`src/rtl/sram_req_ctrl.sv`:
```
// Request front-end for a single-port SRAM with one-cycle read latency.
// Reads are credited against a small response FIFO so a stalled consumer never loses data.
module sram_req_ctrl #(
  parameter int ADDR_W    = 8,
  parameter int DATA_W    = 32,
  parameter int RSP_DEPTH = 2
) (
  input  logic                  clk,
  input  logic                  rst_n,
  input  logic                  req_valid_i,
  output logic                  req_ready_o,
  input  logic                  req_we_i,
  input  logic [DATA_W/8-1:0]   req_wmask_i,
  input  logic [ADDR_W-1:0]     req_addr_i,
  input  logic [DATA_W-1:0]     req_wdata_i,
  output logic                  rsp_valid_o,
  input  logic                  rsp_ready_i,
  output logic [DATA_W-1:0]     rsp_rdata_o,
  output logic                  sram_cs_o,
  output logic                  sram_we_o,
  output logic [DATA_W/8-1:0]   sram_wmask_o,
  output logic [ADDR_W-1:0]     sram_addr_o,
  output logic [DATA_W-1:0]     sram_wr_data_o,
  input  logic [DATA_W-1:0]     sram_rd_data_i
);

  localparam int PTR_W = (RSP_DEPTH > 1) ? $clog2(RSP_DEPTH) : 1;
  localparam int CNT_W = $clog2(RSP_DEPTH + 2);

  logic [CNT_W-1:0]  count;
  logic [PTR_W-1:0]  wr_ptr;
  logic [PTR_W-1:0]  rd_ptr;
  logic              rd_pending;
  logic [DATA_W-1:0] rsp_mem [RSP_DEPTH];
  logic [CNT_W-1:0]  credits_used;
  logic              accept;
  logic              push;
  logic              pop;

  function automatic logic [PTR_W-1:0] ptr_inc(input logic [PTR_W-1:0] p);
    if (p == PTR_W'(RSP_DEPTH - 1)) return '0;
    return p + PTR_W'(1);
  endfunction

  // A read in flight already owns a FIFO slot; pops only return credit once registered.
  assign credits_used = count + CNT_W'(rd_pending);
  assign req_ready_o  = rst_n & (credits_used < CNT_W'(RSP_DEPTH));
  assign accept       = req_valid_i & req_ready_o;
  assign push         = rd_pending;
  assign rsp_valid_o  = (count != '0);
  assign pop          = rsp_valid_o & rsp_ready_i;

  assign sram_cs_o      = accept;
  assign sram_we_o      = accept & req_we_i;
  assign sram_wmask_o   = (accept & req_we_i) ? req_wmask_i : '0;
  assign sram_addr_o    = accept ? req_addr_i : '0;
  assign sram_wr_data_o = accept ? req_wdata_i : '0;

  // Stage boundary: command accepted -> SRAM data returns next cycle
  always_ff @(posedge clk or negedge rst_n) begin
    if (!rst_n) begin
      rd_pending <= 1'b0;
      count      <= '0;
      wr_ptr     <= '0;
      rd_ptr     <= '0;
    end else begin
      rd_pending <= accept & ~req_we_i;
      if (push) wr_ptr <= ptr_inc(wr_ptr);
      if (pop)  rd_ptr <= ptr_inc(rd_ptr);
      case ({push, pop})
        2'b10:   count <= count + CNT_W'(1);
        2'b01:   count <= count - CNT_W'(1);
        default: count <= count;
      endcase
    end
  end

  // Stage boundary: SRAM data captured into response storage
  always_ff @(posedge clk) begin
    if (push) rsp_mem[wr_ptr] <= sram_rd_data_i;
  end

  assign rsp_rdata_o = rsp_valid_o ? rsp_mem[rd_ptr] : '0;

endmodule

```
`config.mk`:
```
export PLATFORM = sky130hd
export DESIGN_NAME = sram_req_ctrl
export DESIGN_NICKNAME = d
export VERILOG_FILES = /design/src/rtl/sram_req_ctrl.sv
export SDC_FILE = /design/constraint.sdc
export NUM_CORES = 1
export LEC_CHECK = 0
export CORE_ASPECT_RATIO = 1.5
export CORE_MARGIN = 1.5
export CORE_UTILIZATION = 39
export DETAILED_ROUTE_END_ITERATION = 8
export GPL_TIMING_DRIVEN = 1
export HOLD_SLACK_MARGIN = 0.08
export PLACE_DENSITY = 0.87
export SLEW_MARGIN = 10
export SYNTH_ARGS = -nofsm -noshare
export SYNTH_HDL_FRONTEND = slang
export SYNTH_SLANG_ARGS = --single-unit
```
`constraint.sdc`:
```
create_clock -name clk -period 2.95 [get_ports clk]
set_input_delay 0.59 -clock clk [delete_from_list [all_inputs] [get_ports clk]]
set_output_delay 0.59 -clock clk [all_outputs]
set_load 0.05 [all_outputs]
```
After elaboration in Yosys (flattened, before gate mapping)
Memories as Yosys holds them, arrays and structs flattened.
Cells that the tools add are included.
{ "totals": {"reg_bits": 5, "ramBits": 64, "inputBits": 81, "output_inout_bits": 80, "elab_cells": 36, "mem_count": 1} }
{ "classes": {"addsub": 5, "n_lt_le_gt_ge": 1, "eq_ne": 2, "mux": 15, "n_bitwise": 6, "n_reduce_logical": 2} }
{ "mem_list": {"columns": ["name", "depth", "word_bits", "read_ports", "rd_ports_with_merged_regs", "write_ports", "line", "source"], "rows": [
  ["rsp_mem", 2, 32, 1, 0, 1, "34", "logic [DATA_W-1:0] rsp_mem [RSP_DEPTH];"]
]} }
{ "op_table": {"columns": ["op", "n"], "rows": [
  ["$mux W32", 2],
  ["$mux W1", 10],
  ["$mux W8", 1],
  ["$and A1 B1 Y1", 5],
  ["$mux W4", 1],
  ["$pmux W2 S2", 1],
  ["$reduce_bool A2 Y1", 2],
  ["$add A1 B1 Y1 const B", 2],
  ["$add A2 B1 Y2", 1],
  ["$add A2 B1 Y2 const B", 1],
  ["$eq A2 B1 Y1 const B", 1],
  ["$eq A2 B2 Y1 const B", 1],
  ["$lt A2 B2 Y1 const B", 1],
  ["$sub A2 B1 Y2 const B", 1],
  ["$not A1 Y1", 1]
]} }

Logic depth before layout (Yosys ltp)
{ "logic_depth": {"depth_word": 6, "mapped_depth": 7, "depth_no_buf": 7} }

Worst setup path after synthesis
No wires, ideal clock.
{ "synth_timing": {"path_kind": "in2out", "start": "input port req_valid_i", "end": "output port sram_addr_o[0]", "t_arrival_ns": 1.745, "required_ns": 2.360, "slack_ns": 0.615, "stages": 4, "n_path_buf": 2, "cell_sequence": "buf_2 clkbuf_1 nand2_1 nor2_1"} }
{ "synth_between": {"elab_chain_cells": 2} }
{ "synth_lines": {"columns": ["element", "line", "source"], "rows": [
  ["start: declaration", "10", "input logic req_valid_i,"],
  ["$and A1 B1 Y1", "48", "assign accept = req_valid_i & req_ready_o;"],
  ["$mux W8", "56", "assign sram_addr_o = accept ? req_addr_i : '0;"],
  ["end: declaration", "22", "output logic [ADDR_W-1:0] sram_addr_o,"]
]} }
No other way between the ends.

Final worst setup path
{ "layout_timing": {"start": "register rd_ptr", "end": "output port rsp_rdata_o[0]"} }
{ "layout_between": {"elab_chain_cells": 2} }
{ "layout_lines": {"columns": ["element", "line", "source"], "rows": [
  ["start: declaration", "32", "logic [PTR_W-1:0] rd_ptr;"],
  ["start signal: assignment", "69", "if (pop) rd_ptr <= ptr_inc(rd_ptr);"],
  ["$mem_v2 Z2 W32", null, null],
  ["$mux W32", "83", "assign rsp_rdata_o = rsp_valid_o ? rsp_mem[rd_ptr] : '0;"],
  ["end: declaration", "18", "output logic [DATA_W-1:0] rsp_rdata_o,"]
]} }
No other way between the ends.

==> summary by stage <==
Global routing
For this run, global-route usage on met1 was measured as 0.222. The first-pass GRT wire length is ~12000 um. The most heavily used metal layer in global routing is met2. The via count of the first global-routing pass came to 2557.

For met2 alone, demand over resource in global routing was 0.349. Entering global routing, the biggest net connects 47 pins. The met3 layer usage reported by global route is 0.0745. The initial antenna violation count is 0.

After global routing the overflow that remains totals 0. Across every metal layer, demand over resource in global routing totals 0.204.

Cells and area
The share of post-route cells with drive strength above 1 is 0.169. The number of antenna repair diodes is 0. The final non-filler cell total is 527. The number of nets in the final layout is around 500. Counting the fill cells in the layout gives 521.

The layout overhead on the synthesized area is 81.5%.

Floorplanning
The starting density of the core is 0.400. The die covers 8360 um^2. The count of pins on the block boundary is roughly 160. The die is 75.2 um wide. In this run the vertical extent of the chip is 111 um. The floorplan step defined a core boundary enclosing between 7000 and 8000 um^2. The initialized floorplan defines 39 standard-cell rows.

Pwr
The combinational group share of total power is 0.528. The power density of the placed cells is between 800 and 900 nW/um^2. The net switching share of the total power is 0.423.

Summed over all cells, the static leakage comes to 2.14 nW. The completed layout was analyzed and its total power is 4.79 mW. The highest ir drop seen on vdd is between 400 and 500 uV. The internal portion of the total power is 2.77 mW. The switching power is 2.03 mW.

The fraction of power consumed by the clock network is 0.210. Of the total power, registers draw 0.261.

CTS
The post-CTS setup buffer count is 0. The clock tree from TritonCTS is built. The worst-case clock buffer depth is 2.

Clock-pin slew was measured on the worst setup and hold paths at 0.05 ns. The post-CTS resize count is 0. CTS placed an instance of clkbuf_16 at the clock tree root. The number of sinks handled by clock tree synthesis is 69.

Buffers inserted during clock tree synthesis total 9. The hold-fix buffer count after cts is 0. The H-tree was split into 3 levels. The clock latency reported for the late side of the worst-skew pair is 0.33 ns.

STA
For the pin with the worst max-slew slack, the measured transition is 0.919 ns. The peak clock frequency supported by timing is approximately 350 MHz. The remaining max-slew budget at the tightest pin is 0.386. The final hold violation count was 0.

The post-route clock skew is 0.00392 ns. Setup violations remaining at the end of the flow were counted as 0. The accumulated negative setup slack is 0 ns. The count of pins over their slew limit is 0. The post-layout minimum cycle time is between 2 and 3 ns. Setup repair after global routing left no endpoint under its margin. In the finished design, the share of the clock period the worst path needs comes to 0.961.

Setup path
The setup path with the least slack is of type flop to output port. The kind of end point of the critical path is an output port. The data required time at the worst endpoint is about 2.4 ns. For the worst flop-to-flop path, the logic depth is 8.

The worst setup path is launched from a flop. The beginning of the critical path is rd_ptr. At the worst endpoint, the arrival time is 2.24 ns. The register-to-register setup slack is 1.12 ns. The worst-path maximum fanout is 21. The capture instance of the worst register-to-register path is count[1].

The worst register-to-register path begins at count[0].

Logic synthesis
The count of flip-flops with a built-in enable after synthesis is 64. The dominant synthesized flop cell is edfxtp_1. Synthesis produced 260 cells. The cell type with the largest total area after synthesis is edfxtp_1.

The post-synthesis instance area is 3050 um^2. Ranked by total cell area, the synthesized netlist is headed by edfxtp_1 (63%), mux2i_1 (11%), nor2_1 (10%). The share of synthesized registers carrying an async set or reset is 0.0725.

In this run the mean area of a mapped cell was 11.7 um^2. The total number of yosys warnings is 0. Counting every net in the synthesized netlist gives between 300 and 400. The number of synthesized register bits is 69. The synthesized netlist contains 17 unique library cells. The top-area cell type share of the netlist area is 0.631. The sequential-to-total area share from yosys stat is 0.672. By instance count, the leading cell after synthesis is nor2_1.

Counting instances in the post-synthesis netlist gives the leading cell types as nor2_1 (81), edfxtp_1 (64), nand2_1 (41).

Min path
The worst hold path class is flop to flop. The number of stages on the worst hold path is 1. The sink of the worst hold path is wr_ptr. The startpoint of the worst hold path is push.

Detailed routing
The overall routed net length is 8250 um. The via density per instance is 4.75. The number of antenna-violating nets in the routed design is 0. The first TritonRoute pass finished after 4 iterations. The final route contains 2503 vias. After the first detailed-routing iteration, the DRC count stood at 174. The number of remaining DRC errors is 0. The final routed wire length divided by cell count is roughly 16 um.

Flow run
Max-cap violations in this run came to 0.

Placement
The weighted congestion at the end of routability-driven global placement is 0.736. During placement, the flow inserted port buffers numbering 160. The final HPWL from detailed placement is 6440 um. The number of placed instances, taps included, is 512.

Status
The flow ran to the end, and the final reports show no timing, DRC or antenna violations.
-- worst max path at each step --
stage,to,slack [ns]
detailed placement,rsp_rdata_o[11],0.46
CTS,rsp_rdata_o[11],0.1
finish,rsp_rdata_o[0],0.12
floorplan,sram_addr_o[0],0.61
global placement,rsp_rdata_o[0],0.50
global route,rsp_rdata_o[31],0.02
-- per-stage QoR --
stage,hold slack [ns],setup WS [ns],cell area [um^2],utilization
global route,0.555,0.0192,5530,0.726
floorplan,0.294,0.615,3050,-
CTS,0.544,0.0971,5530,0.726
finish,0.541,0.115,5530,0.726
detailed placement,0.526,0.457,5250,0.689
global placement,0.508,0.497,5250,0.689
-- critical path, stage by stage (launching register included) --
cell and delay [ns]:
dfrtp_2 0.62, buf_12 0.25, mux2i_1 0.10, nor2_1 0.13, clkdlybuf4s50_1 0.82
-- layer usage --
layer  share of wire  wire length (um)  vias to the layer above
met5               0                 0                        -
met4           0.023               187                        0
met3           0.091               747                       14
met2            0.53              4350                      132
met1            0.36              2970                     1158
li1                -                 -                     1199
-- registers in the layout, summed over array words and instances (netlist names) --
name / flops
count: 2
push: 1
rd_ptr: 1
rsp_mem: 64
wr_ptr: 1
-- logic make-up after synthesis --
logic type | count (synthesis) | share of synthesized area
flip-flops | 69 | 0.672
buffers and inverters | 21 | 0.0341
adder cells (fa/ha/maj) | 1 | 0.00411
multiplexers | 32 | 0.105
AO/OA/AOI/OAI | 1 | 0.00329
XOR/XNOR | 5 | 0.0144
AND/OR/NAND/NOR | 131 | 0.167
-- cell type report --
class	instances	area, um^2	share of cell area
clock buffers	10	229	0.0414
inverters	4	15.0	0.00272
flip-flops and latches	69	2050	0.371
clock inverters	5	52.6	0.00951
repair buffers	167	2150	0.389
well taps	102	128	0.0231
multi-input cells	170	906	0.164
-- power by group through the flow --
stage / clock network, mW / registers [mW] / logic, mW
3_3_place_gp: 0 / 1.26 / 2.50
6_report: 1.01 / 1.25 / 2.53
2_1_floorplan: 0 / 1.21 / 1.64
3_5_place_dp: 0 / 1.27 / 2.55
5_1_grt: 1.06 / 1.26 / 2.66
4_1_cts: 1.02 / 1.25 / 2.56
-- placed cells by master (no fill, tap or decap), types with 2 or more instances in the layout --
cell | Yosys | routed
mux2i_1 | 32 | 32
clkdlybuf4s50_1 | 0 | 113
clkinv_2 | 0 | 2
clkbuf_16 | 0 | 9
nand3_1 | 5 | 5
inv_1 | 4 | 4
dfrtp_1 | 5 | 4
edfxtp_1 | 64 | 64
xor2_1 | 3 | 3
xnor2_1 | 2 | 2
nor2_1 | 81 | 79
buf_12 | 0 | 49
nand2_1 | 41 | 41
buf_4 | 0 | 5
Power figures use the tool's default switching activity.
==> RTL edit 1: new RTL, same settings <==
The parameter `RSP_DEPTH` goes from 2 to 4.
--- a/src/rtl/sram_req_ctrl.sv
+++ b/src/rtl/sram_req_ctrl.sv
@@ -3,7 +3,7 @@
 module sram_req_ctrl #(
   parameter int ADDR_W    = 8,
   parameter int DATA_W    = 32,
-  parameter int RSP_DEPTH = 2
+  parameter int RSP_DEPTH = 4
 ) (
   input  logic                  clk,
   input  logic                  rst_n,
Behaviour: not the same (Yosys sat finds a counterexample within 4 cycles, from zero or initial values and one cycle with rst_n low).
==> RTL edit 1 against the original RTL <==
  * Synthesized area increased by 87%
  * Wire length increased by 53%
  * Sequential power increased by 91%
  * Core utilization decreased by 13 points
  * Largest power group unchanged
  * Final cell count increased by 27%
  * Total power increased by 63%
  * Sequential share of layout area increased by 11 points
  * Worst setup slack improved by 60 ps
  * Cell area increased by 53%
  * Clock skew increased by 4.8 ps
  * Critical path depth unchanged
  * Synthesized cell count increased by 15%
  * Sequential cell count increased by 67
  * Register-to-register slack got worse by 320 ps
==> RTL edit 1: results (changes against the original RTL) <==
# fillers: 1029 (was 521)
CP delay by family, top: flip-flops (was buffers and inverters)
CTS root buf: clkbuf_16 (unchanged)
R2R Path End: count[1] (unchanged)
share of layout cells above drive strength 1: 32.8% (was 16.9%)
Seq/Total Area, Yosys: 70.9% (was 67.2%)
Synth top cells by count: edfxtp_1 (128), and2_1 (78), mux4_2 (32), dfrtp_1 (8) (was nor2_1 (81), edfxtp_1 (64), nand2_1 (41), mux2i_1 (32), buf_2 (8))
ClkCell Share: 6.57% (was 5.09%)
outcome: finished clean (unchanged)
Cell variety after synth: 28 (was 17)
CP peak stage delay: 600 ps (was 820 ps)
post-DP HPWL: 8680 um (was 6440 um)
top cells by area, synth: edfxtp_1 (67%), mux4_2 (13%), and2_1 (8.6%) (was edfxtp_1 (63%), mux2i_1 (11%), nor2_1 (10%))
Reg2Reg Setup Slack: 800 ps (was 1120 ps)
Synth Area in XOR/XNOR: 0.614% (was 1.44%)
area share of fa/ha/maj cells after synthesis: 1.67% (was 0.411%)
largest net degree at the start of global routing: 48 (was 47)
H-tree levels: 4 (was 3)
post-synthesis compound-gate area fraction: 0.176% (was 0.329%)
Critical Path Fanout Max: 10 (was 21)
std cell rows: 53 (was 39)
buffer share of cell area: 24.7% (was 38.9%)
class of the worst hold path: flip-flop to flip-flop (unchanged)
hold path start: count[0] (was push)
multiplexer area fraction after synthesis: 13.5% (was 10.5%)
reg2reg path depth: 6 (was 8)
DRT iter0 DRCs: 119 (was 174)
# clock sinks: 136 (was 69)
via count: 3313 (was 2503)
Max transition margin: 38.7% (was 38.6%)
Worst EP arrival: 2180 ps (was 2240 ps)
critical path's slowest cell: dfrtp_2 (was clkdlybuf4s50_1)
fin nets: 556 (was 503)
top flop regs: rsp_mem (128), count (3) (was rsp_mem (64), count (2))
WHS: 555 ps (was 541 ps)
Sequential Area: 4050 um^2 (was 2050 um^2)
first-pass GRT wire length: 19200 um (was 12400 um)
DRT Pass-1 Iters: 6 (was 4)
Leak: 3.01 nW (was 2.14 nW)
clock buffer count in the final layout: 17 (was 10)
Buffers, non-clock: 166 (was 167)
Clock Skews: 8.73 ps (was 3.92 ps)
multi-input logic area: 1500 um^2 (was 906 um^2)
comb_multi_in: 141 (was 170)
Post-synth EDFFs: 128 (was 64)
drt wl/cell: 18.8 um (was 15.7 um)
inverters: 6 (was 4)
VDD IR max: 0.000361 V (was 0.000499 V)
gpl congestion: 0.830 (was 0.736)
FFs w/ async S/R, synth: 5.88% (was 7.25%)
worst hold endpoint: count[0] (was wr_ptr)
switching power: 2.91 mW (was 2.03 mW)
Post-Syn Nets: 387 (was 342)
Overall Global Routing Usage: 17.6% (was 20.4%)
vias in the first global route: 3667 (was 2557)
worst skew pair latency: 400 ps (was 330 ps)
Setup Buffers After CTS: 0 (unchanged)
[RTL edit 1: changes by cell type after synthesis, sizes merged, moves of 5 or more]
| cell | before | now |
|---|---|---|
| ha | 1 | 6 |
| nor2 | 81 | 2 |
| nand2 | 41 | 1 |
| mux4 | 0 | 32 |
| and2 | 2 | 79 |
| and3 | 0 | 5 |
| mux2i | 32 | 2 |
| edfxtp | 64 | 128 |
[RTL edit 1: per-layer routing]
metal	up-vias	track usage (%)	routed length (um)
met4	0	8.40	252
met3	17	5.91	868
met1	1664	17.4	4290
met2	155	32.5	7180
li1	1477	-	-
met5	-	0	0
[RTL edit 1: worst max-delay path by stage]
| stage | from | to | slack [ps] | depth (start not counted) |
|---|---|---|---|---|
| final | rd_ptr[0] | rsp_rdata_o[6] | 180 | 4 |
| after global routing | rd_ptr[0] | rsp_rdata_o[7] | 30 | 4 |
| after CTS | rd_ptr[0] | rsp_rdata_o[6] | 110 | 4 |
| after detailed placement | rst_n | sram_wmask_o[2] | 260 | 6 |
| after global placement | rst_n | sram_wr_data_o[11] | 290 | 6 |
| after floorplan | push | sram_wr_data_o[22] | 740 | 4 |
[RTL edit 1: stage by stage]
step	area [um^2]	std cells	utilization (%)	setup WS [ps]
5_1_grt	8450	671	59.8	34.9
3_5_place_dp	7900	641	55.9	260
2_1_floorplan	5700	299	-	743
3_3_place_gp	7900	641	55.9	294
4_1_cts	8450	671	59.8	107
6_report	8450	671	59.8	175
[RTL edit 1: power by group through the flow]
stage | registers [mW] | clock network [mW] | logic [mW]
6_report | 2.39 | 1.98 | 3.45
5_1_grt | 2.42 | 2.09 | 3.63
4_1_cts | 2.40 | 2.01 | 3.50
3_5_place_dp | 2.44 | 0 | 3.49
3_3_place_gp | 2.43 | 0 | 3.44
2_1_floorplan | 2.32 | 0 | 2.48
==> RTL edit 2: new RTL, same settings <==
Made on the original files. Make the reset (`rst_n`) synchronous in one clocked block.
--- a/src/rtl/sram_req_ctrl.sv
+++ b/src/rtl/sram_req_ctrl.sv
@@ -57,7 +57,7 @@
   assign sram_wr_data_o = accept ? req_wdata_i : '0;
 
   // Stage boundary: command accepted -> SRAM data returns next cycle
-  always_ff @(posedge clk or negedge rst_n) begin
+  always_ff @(posedge clk) begin
     if (!rst_n) begin
       rd_pending <= 1'b0;
       count      <= '0;
Behaviour: differs if rst_n is asserted again (counterexample within 4 cycles, from zero or initial values and one cycle with rst_n low); with rst_n held inactive, the same outputs for 10 cycles.
==> RTL edit 2 against the original RTL <==
  * Clock skew is 2.3 ps higher
  * Cell area hardly changed
  * Sequential share of layout area is 0.057 points lower
  * Sequential cell count is 1 higher
  * Synthesized area is 0.70% higher
  * Final cell count is 7.0% lower
  * Total power is 26% lower
  * Wire length is 10% higher
  * Via count is 2.9% lower
  * Sequential power is 9% lower
  * Register-to-register slack better by 100 ps
  * First-iteration DRC count is 29% lower
  * Worst setup slack better by 95 ps
  * Highest routed layer unchanged
==> RTL edit 2: results (changes against the original RTL) <==
Pint: 2.36 mW (was 2.77 mW)
outcome: finished clean (unchanged)
Crit. Startpoint: rst_n (was rd_ptr)
hold path start: count[1] (was push)
WHS: 632 ps (was 541 ps)
via count: 2430 (was 2503)
# clock sinks: 70 (was 69)
GR met1 Demand/Resource: 26.5% (was 22.2%)
Critical Path End: sram_wr_data_o[15] (was rsp_rdata_o[0])
comb_multi_in: 134 (was 170)
buffer share of cell area: 38.4% (was 38.9%)
Leak: 2.08 nW (was 2.14 nW)
Placed Area: 5220 um^2 (was 5250 um^2)
Sequential Area: 2040 um^2 (was 2050 um^2)
Placed Instances: 474 (was 512)
Core Util, Final: 72.6% (about the same)
inverters: 5 (was 4)
clock buffer count in the final layout: 11 (was 10)
FFs w/ async S/R, synth: 0% (was 7.25%)
total combinational power: 1.28 mW (was 2.53 mW)
post-synthesis cell count: 226 (was 260)
Post-Syn Nets: 308 (was 342)
multi-input combinational area share: 16.4% (about the same)
first-pass GRT wire length: 13200 um (was 12400 um)
CP peak stage delay: 580 ps (was 820 ps)
ClkCell Share: 5.55% (was 5.09%)
met2 Use GR: 35.8% (was 34.9%)
hold path depth: 2 (was 1)
GRT met3 Usage: 8.78% (was 7.45%)
DRT iter0 DRCs: 123 (was 174)
worst slew pin tran: 1010 ps (was 919 ps)
R2R Path End: count[1] (unchanged)
Mapped Area: 3070 um^2 (was 3050 um^2)
VDD IR max: 0.000363 V (was 0.000499 V)
top cells by area, synth: edfxtp_1 (63%), mux2i_1 (10%), and3_1 (8.0%) (was edfxtp_1 (63%), mux2i_1 (11%), nor2_1 (10%))
# fillers: 503 (was 521)
Worst EP arrival: 2150 ps (was 2240 ps)
post-DP HPWL: 7050 um (was 6440 um)
Synth top cells by count: edfxtp_1 (64), and3_1 (39), nor2_1 (39), mux2i_1 (32), buf_2 (7) (was nor2_1 (81), edfxtp_1 (64), nand2_1 (41), mux2i_1 (32), buf_2 (8))
final worst slack: 210 ps (was 115 ps)
Reg2Reg Setup Slack: 1220 ps (was 1120 ps)
Buffers, non-clock: 163 (was 167)
worst slack at placement: 207 ps (was 457 ps)
CTS resizes: 0 (unchanged)
Seq/Total Area, Yosys: 66.6% (was 67.2%)
share of layout cells above drive strength 1: 18.6% (was 16.9%)
Cell variety after synth: 24 (was 17)
Critical Path Fanout Max: 42 (was 21)
switching power: 1.16 mW (was 2.03 mW)
Seq pwr share: 32.4% (was 26.1%)
worst hold endpoint: count[1] (was wr_ptr)
RR Startpoint: count[0] (unchanged)
reg2reg path depth: 5 (was 8)
Non-Filler Instances: 490 (was 527)
RTL edit 2: cell count changes after synthesis, moves of 2 or more:
cell | before | now
dfrtp_1 | 5 | 0
and2_1 | 2 | 4
xor2_1 | 3 | 0
and3_1 | 0 | 39
o21ai_0 | 0 | 2
clkbuf_1 | 7 | 5
nor2_1 | 81 | 39
and3_2 | 0 | 2
nand2_1 | 41 | 0
buf_6 | 2 | 5
dfxtp_1 | 0 | 6
RTL edit 2: logic make-up (layout without fill, tap and decap cells):
family	count (synthesis)	in the layout	share of synthesized area, %
AO/OA/AOI/OAI	5	5	1.35
buffers and inverters	22	184	4.28
XOR/XNOR	3	3	0.857
AND/OR/NAND/NOR	93	93	16.1
flip-flops	70	70	66.6
multiplexers	32	32	10.4
adder cells (fa/ha/maj)	1	1	0.408
RTL edit 2: per-layer routing:
layer / vias up / wire [um]
met5: - / 0
met4: 0 / 119
met3: 10 / 918
met2: 142 / 4400
met1: 1145 / 3680
li1: 1133 / -
